$ cat config.mk
export PLATFORM = sky130hd
export DESIGN_NAME = garage_gate_controller
export DESIGN_NICKNAME = d
export VERILOG_FILES = /design/src/rtl/garage_gate_controller.sv
export SDC_FILE = /design/constraint.sdc
export NUM_CORES = 1
export LEC_CHECK = 0
export ABC_AREA = 1
export BUFFER_PORTS_ARGS = -buffer_cell sky130_fd_sc_hd__buf_2
export CORE_UTILIZATION = 51
export DETAILED_ROUTE_END_ITERATION = 16
export PLACE_DENSITY_LB_ADDON = 0.3
export SETUP_SLACK_MARGIN = 0.4
export SLEW_MARGIN = 30
export SYNTH_ARGS = -nofsm -noshare
export SYNTH_HDL_FRONTEND = slang
export SYNTH_SLANG_ARGS = --single-unit
export TNS_END_PERCENT = 1
$ cat constraint.sdc
create_clock -name clk -period 6.9 [get_ports clk]
set_input_delay 0.69 -clock clk [delete_from_list [all_inputs] [get_ports clk]]
set_output_delay 0.69 -clock clk [all_outputs]
set_load 0.05 [all_outputs]
$ cat src/rtl/garage_gate_controller.sv
`default_nettype none
// ============================================================================
// Module   : garage_gate_controller
// Brief    : Single-lane car-park gate sequencer with BCD free-space counter.
// Revision : 1.0 - initial release
// ============================================================================
module garage_gate_controller #(
    parameter int CAPACITY     = 20,
    parameter int TIMEOUT      = 16,
    parameter int CLOSE_CYCLES = 4
) (
    input  logic       clk,
    input  logic       rst_n,
    input  logic       entry_req,
    input  logic       exit_req,
    input  logic       car_passed,
    output logic       gate_open,
    output logic       dir_in,
    output logic [3:0] free_tens,
    output logic [3:0] free_ones,
    output logic       full
);

    localparam int              c_tmax     = (TIMEOUT > CLOSE_CYCLES) ? TIMEOUT : CLOSE_CYCLES;
    localparam int              c_tw       = $clog2(c_tmax + 1);
    localparam logic [c_tw-1:0] c_timeout  = c_tw'(TIMEOUT);
    localparam logic [c_tw-1:0] c_close    = c_tw'(CLOSE_CYCLES);
    localparam logic [3:0]      c_cap_tens = 4'(CAPACITY / 10);
    localparam logic [3:0]      c_cap_ones = 4'(CAPACITY % 10);
    localparam logic [6:0]      c_capacity = 7'(CAPACITY);

    typedef enum logic [1:0] {
        ST_IDLE  = 2'd0,
        ST_ENTER = 2'd1,
        ST_EXIT  = 2'd2,
        ST_CLOSE = 2'd3
    } state_t;

    state_t          r_state, w_state_nxt;
    logic [c_tw-1:0] r_timer, w_timer_nxt, w_timer_inc;
    logic            r_last_exit, w_last_exit_nxt;
    logic [3:0]      w_tens_nxt, w_ones_nxt;
    logic            w_gate_nxt, w_dir_nxt, w_full_nxt;
    logic [6:0]      w_free_bin;
    logic            w_entry_ok, w_exit_ok, w_grant_exit;

    assign w_timer_inc = r_timer + 1'b1;
    assign w_free_bin  = (7'(free_tens) * 7'd10) + 7'(free_ones);
    assign w_entry_ok  = entry_req & ~full;
    assign w_exit_ok   = exit_req & (w_free_bin < c_capacity);
    // Contested grants go to whichever side was not served last
    assign w_grant_exit = w_exit_ok & (~w_entry_ok | ~r_last_exit);

    always_comb begin
        w_state_nxt     = r_state;
        w_timer_nxt     = r_timer;
        w_last_exit_nxt = r_last_exit;
        w_tens_nxt      = free_tens;
        w_ones_nxt      = free_ones;
        case (r_state)
            ST_IDLE: begin
                if (w_entry_ok || w_exit_ok) begin
                    w_state_nxt     = w_grant_exit ? ST_EXIT : ST_ENTER;
                    w_last_exit_nxt = w_grant_exit;
                    w_timer_nxt     = '0;
                end
            end
            ST_ENTER, ST_EXIT: begin
                if (car_passed) begin
                    if (r_state == ST_ENTER) begin
                        if (free_ones == 4'd0) begin
                            w_ones_nxt = 4'd9;
                            w_tens_nxt = free_tens - 4'd1;
                        end else begin
                            w_ones_nxt = free_ones - 4'd1;
                        end
                    end else begin
                        if (free_ones == 4'd9) begin
                            w_ones_nxt = 4'd0;
                            w_tens_nxt = free_tens + 4'd1;
                        end else begin
                            w_ones_nxt = free_ones + 4'd1;
                        end
                    end
                    w_state_nxt = ST_CLOSE;
                    w_timer_nxt = '0;
                end else if (w_timer_inc == c_timeout) begin
                    w_state_nxt = ST_CLOSE;
                    w_timer_nxt = '0;
                end else begin
                    w_timer_nxt = w_timer_inc;
                end
            end
            ST_CLOSE: begin
                if (w_timer_inc == c_close) begin
                    w_state_nxt = ST_IDLE;
                    w_timer_nxt = '0;
                end else begin
                    w_timer_nxt = w_timer_inc;
                end
            end
            default: begin
                w_state_nxt = ST_IDLE;
                w_timer_nxt = '0;
            end
        endcase
    end

    // Outputs are derived from next-state values so they are fully registered
    always_comb begin
        w_gate_nxt = (w_state_nxt == ST_ENTER) || (w_state_nxt == ST_EXIT);
        w_dir_nxt  = dir_in;
        if (w_state_nxt == ST_ENTER) begin
            w_dir_nxt = 1'b1;
        end else if (w_state_nxt == ST_EXIT) begin
            w_dir_nxt = 1'b0;
        end
        w_full_nxt = (w_tens_nxt == 4'd0) && (w_ones_nxt == 4'd0);
    end

    always_ff @(posedge clk or negedge rst_n) begin
        if (!rst_n) begin
            r_state     <= ST_IDLE;
            r_timer     <= '0;
            r_last_exit <= 1'b0;
            gate_open   <= 1'b0;
            dir_in      <= 1'b0;
            free_tens   <= c_cap_tens;
            free_ones   <= c_cap_ones;
            full        <= 1'b0;
        end else begin
            r_state     <= w_state_nxt;
            r_timer     <= w_timer_nxt;
            r_last_exit <= w_last_exit_nxt;
            gate_open   <= w_gate_nxt;
            dir_in      <= w_dir_nxt;
            free_tens   <= w_tens_nxt;
            free_ones   <= w_ones_nxt;
            full        <= w_full_nxt;
        end
    end

endmodule
`default_nettype wire

# --- Word-level counts from Yosys, hierarchy flattened ---
# Cells that the tools add are included.
totals:
  out_inout_bits: 11
  regBits: 19
  input_bits: 5
  wordCells: 65
op_classes:
  mul: 1
  n_mux: 23
  n_addsub: 6
  n_reduce_logical: 10
  n_bitwise: 7
  eq_ne: 9
  n_lt_le_gt_ge: 1
ops:
  columns: ["operator", "n"]
  rows:
  - ["$mux W4", 10]
  - ["$mux W5", 4]
  - ["$pmux W5 S3", 1]
  - ["$logic_not A4 Y1", 3]
  - ["$mux W2", 5]
  - ["$add A4 B1 Y4 const B", 2]
  - ["$sub A4 B1 Y4 const B", 2]
  - ["$add A7 B4 Y7", 1]
  - ["$lt A7 B5 Y1 const B", 1]
  - ["$eq A2 B2 Y1 const B", 3]
  - ["$mul A4 B3 Y6 const B", 1]
  - ["$pmux W2 S3", 1]
  - ["$add A5 B1 Y5 const B", 1]
  - ["$eq A5 B3 Y1 const B", 1]
  - ["$eq A5 B5 Y1 const B", 1]
  - ["$eq A2 B1 Y1 const B", 2]
  - ["$eq A4 B4 Y1 const B", 1]
  - ["$and A1 B1 Y1", 3]
  - ["$not A1 Y1", 3]
  - ["$logic_not A2 Y1", 1]
  - ["$logic_or A1 B1 Y1", 2]
  - ["$mux W1", 2]
  - ["$ne A2 B2 Y1 const B", 1]
  - ["$reduce_and A2 Y1", 1]
  - ["other kinds (4)", 4]

# --- Logic depth before layout (Yosys ltp) ---
logic_depth:
  word_depth: 11
  ltp_mapped: 16
  mapped_depth_nobuf: 16

# --- Least setup slack after synthesis ---
# No wires, ideal clock.
synth_path:
  kind: "register to register"
  startpoint: "register free_tens[3]"
  endpoint: "register dir_in"
  slack_ns: 4.004
  arrival_time_ns: 2.778
  stages_incl_launch_ff: 17
  path_buffers: 0
  synth_period_minus_slack_ns: 2.896
  setup_ns: 0.118
  required_ns: 6.782
  cell_sequence: "dfrtp_1 -> ha_1 -> ha_1 -> fa_1 -> nand2_1 -> inv_1 -> nand3_1 -> nand3_1 -> nand2_1 -> nand3_2 -> nand3_1 -> nand3_1 -> nand2_1 -> ha_1 -> inv_1 -> nand2_1 -> nand2_1"
synth_via:
  elab_chain_cells: 10
  word_cells_on_any_way: 13
  classes_between: "add/sub: 1; mul: 1; order compare: 1; eq/ne: 2; mux: 4; bitwise: 2; reduce/logical: 2"
synth_lines:
  columns: ["element", "line", "source"]
  rows:
  - ["start, declared", "19", "output logic [3:0] free_tens,"]
  - ["start signal, assigned", "128", "free_tens <= c_cap_tens;"]
  - ["start signal, assigned", "137", "free_tens <= w_tens_nxt;"]
  - ["$mul A4 B3 Y6 (*)", "48", "assign w_free_bin = (7'(free_tens) * 7'd10) + 7'(free_ones);"]
  - ["$add A7 B4 Y7 (*)", "48", null]
  - ["$lt A7 B5 Y1 (*)", "50", "assign w_exit_ok = exit_req & (w_free_bin < c_capacity);"]
  - ["$and A1 B1 Y1 (*)", "50", null]
  - ["$and A1 B1 Y1", "52", "assign w_grant_exit = w_exit_ok & (~w_entry_ok | ~r_last_exit);"]
  - ["$mux W2", "63", "w_state_nxt = w_grant_exit ? ST_EXIT : ST_ENTER;"]
  - ["$mux W2 (*)", "62", "if (w_entry_ok || w_exit_ok) begin"]
  - ["$pmux W2 S3 (*)", "60", "case (r_state)"]
  - ["named net w_state_nxt[0]", "39", "state_t r_state, w_state_nxt;"]
  - ["$eq A2 B1 Y1 / $eq A2 B2 Y1 (equally long branches)", "113, 115", null]
  - ["$mux W1 / $reduce_bool A2 Y1 (equally long branches)", null, null]
  - ["end signal, assigned", "136", "dir_in <= w_dir_nxt;"]
  - ["end, declared", "18", "output logic dir_in,"]
# The timed path passes the listed nets; every way through them passes the cells marked *.
# A chain may end at the register's enable or synchronous reset.

# --- Final worst setup path ---
layout_path:
  startpoint: "register free_tens[1]"
  endpoint: "register dir_in"
# The elaborated chain is that of the path after synthesis.

==> results by group <==
Run status
  • Run status: complete, but fails checks
  • Failing checks: design-rule violations

Setup path
  • WP depth: 16
  • Critical Path Start Type: register
  • CP Capture Type: register
  • CP arrival: 3.05 ns
  • Crit path top cell by count: nand2_1
  • CP max stage delay: 0.60 ns
  • Delay-heaviest family, CP: adder cells
  • Worst r2r path cells: 16
  • Crit Path Max Fanout: 7
  • Slowest CP cell: dfstp_2
  • Worst setup path class: reg2reg
  • Crit path buffers/inverters: 2
  • Worst Path Required: 7.10 ns
  • CP Cell Sequence: ha_1 -> ha_1 -> fa_1 -> nand2_1 -> inv_1 -> nand3_1 -> nand3_1 -> nand2_1 -> nand3_2 -> nand3_1 -> nand3_1 -> nand2_1 -> ha_1 -> inv_1 -> nand2_1 -> nand2_1

Placement
  • Placed Area: 1710 um2
  • Placer Congestion: 0.844
  • Number of I/O port buffers: 15
  • Post-DP HPWL: 2.56 mm

STA
  • Final Hold Vio Count: 0
  • Crit share post-route: 41.4%
  • Setup Skew: 0.00156 ns
  • RSZ-0062 raised after global routing: no
  • Final setup viols: 0
  • Max frequency: 350 MHz
  • Worst-Margin Slew: 0.399 ns
  • Fin Setup TNS: 0 ns
  • Slew headroom: 73.4%
  • Tmin final: 2.85 ns
  • Max Slew Vio Count: 0

Logic synthesis
  • Net count after synthesis: 251
  • Synthesized flop and latch total: 19
  • Post-synthesis sequential area ratio: 29.8%
  • Synthesized area: 1600 um2
  • Distinct cells, synth: 25
  • Mapped Cells: 231
  • Synth Warn #: 0
  • Mean Syn Cell Area: 6.92 um2

Global routing
  • Antenna violations before repair: 0
  • Total congestion overflow: 0
  • First-pass GRT wire length: 5.49 mm
  • GRT Overall Usage: 21.1%
  • Vias in the first global route: 1263
  • Largest net degree at the start of global routing: 20

Layout
  • Share of layout cells above drive strength 1: 13.7%
  • Post-route cell area: 1730 um2
  • Nets: 270
  • Final Util: 60.8%
  • Antenna Diode Count: 0
  • Synth-to-Final Area Change: 8.54%
  • Fill cells: 273

Min path
  • Hold Path Class: in2async

CTS
  • Clock Path Buffers: 2
  • Setup bufs post-CTS: 0
  • Hold Buf Count CTS: 0
  • Clk root buf: clkbuf_4
  • Clk_lat worst skew: 0.29 ns
  • Reg clk slew, reported paths: 0.10 ns
  • CTS Buf Count: 3
  • CTS tree: built
  • Post-cts resize count: 0
  • CTS sink cnt: 19
  • H-tree depth: 1

Route
  • Final wirelength: 3.21 mm
  • 1st-pass router iterations: 10
  • DR iter-0 viols: 91
  • Avg WL per Cell: 11.4 um
  • Remaining DRCs: 2
  • Vias per Instance: 5.20
  • ANT nets after route: 0
  • Routed vias: 1455

Floorplanning
  • Chip Height: 58.0 um
  • Top Ports: 16
  • Core ar.: 2850 um2
  • Starting Density: 56.0%
  • Die Area: 3360 um2
  • Die X: 58.0 um
  • Row count: 19

Flow run
  • Max-cap violation count: 0
-- final timing paths --
kind	from	to	slack [ns]
max in group asynchronous	rst_n	free_tens[1]	6.27
min in group clk	dir_in	dir_in	0.49
setup reg to reg	free_tens[1]	dir_in	4.05
setup / recovery	free_tens[1]	dir_in	4.05
hold reg to reg	dir_in	dir_in	0.49
hold / removal	rst_n	r_timer[2]	0.31
-- routing by layer --
layer / global-route usage (%) / vias up / wire length (um)
met4: 2.04 / 0 / 13
met1: 30.3 / 658 / 1640
li1: - / 776 / -
met2: 34.0 / 19 / 1460
met5: 0 / - / 0
met3: 4.69 / 2 / 87
-- cell families (layout without fill, tap and decap cells) --
logic type      Yosys count  count (layout)  synth area share, %
simple gates            134             134                 39.0
buf+inv                  40              58                 9.48
flops                    19              19                 29.8
compound gates           16              16                 5.17
fa+ha+maj                15              15                 12.7
xor+xnor                  7               7                 3.84
-- cell type report --
| cell class | instances | area [um2] | area share [%] |
|---|---|---|---|
| Clock inverter | 1 | 5.00 | 0.289 |
| Sequential cell | 19 | 477 | 27.5 |
| Tap cell | 31 | 38.8 | 2.24 |
| Clock buffer | 3 | 22.5 | 1.30 |
| Multi-Input combinational cell | 172 | 970 | 55.9 |
| Inverter | 39 | 146 | 8.44 |
| Timing Repair Buffer | 15 | 75.1 | 4.33 |
-- Yosys cell counts (all sizes together) --
cell type  instances  share of area [%]
o21ai             10                3.1
nand3b             3                1.4
nor2b              1               0.39
nand2             75                 18
dfrtp             18                 28
nor3               1               0.31
dfstp              1                1.6
nand3             32                 12
xnor2              2                1.1
buf                1               0.31
fa                 2                2.5
nor2              15                4.0
clkinv             1               0.23
a21oi              5                1.6
ha                13                 10
inv               38                8.9
nand4              7                2.7
o31ai              1               0.47
xor2               5                2.7
-- sequential cells by signal (all words and copies together) (netlist names) --
signal and flops:
r_timer 5, free_ones 4, free_tens 4, r_state 2, dir_in 1, full 1, gate_open 1, r_last_exit 1
-- per-stage QoR --
| stage | instances | hold WS [ns] | worst slack (ns) |
|---|---|---|---|
| after detailed placement | 276 | 0.463 | 4.05 |
| after CTS | 280 | 0.321 | 4.05 |
| after floorplan | 231 | 0.394 | 4.00 |
| final | 280 | 0.306 | 4.05 |
| after global routing | 280 | 0.336 | 3.85 |
| after global placement | 276 | 0.462 | 4.14 |
-- worst reg2reg max path: cells and delay by family, from the launching register on --
family / cells / cell delay, ns
simple gates: 10 / 0.74
fa+ha+maj: 4 / 1.29
buf+inv: 2 / 0.13
flops: 1 / 0.60
-- cell usage in the layout (no fill, tap or decap) --
master	instances
fa_1	2
clkinv_2	1
a21oi_1	5
nor2_1	12
inv_1	35
inv_2	3
ha_1	13
nor3_1	1
nor2b_1	1
dfrtp_1	18
xnor2_1	2
dfstp_2	1
clkinv_1	1
nand3_4	1
o21ai_0	8
buf_2	15
o21ai_1	2
o31ai_1	1
xor2_1	5
nand2_1	72
nand2_2	3
nand3b_1	3
nand4_1	7
clkbuf_4	3
nand3_2	4
nor2_2	3
nand3_1	27
Power is left out: the tool's default activity adds up to more than one toggle a clock period on the data nets, which glitch-free logic cannot reach.
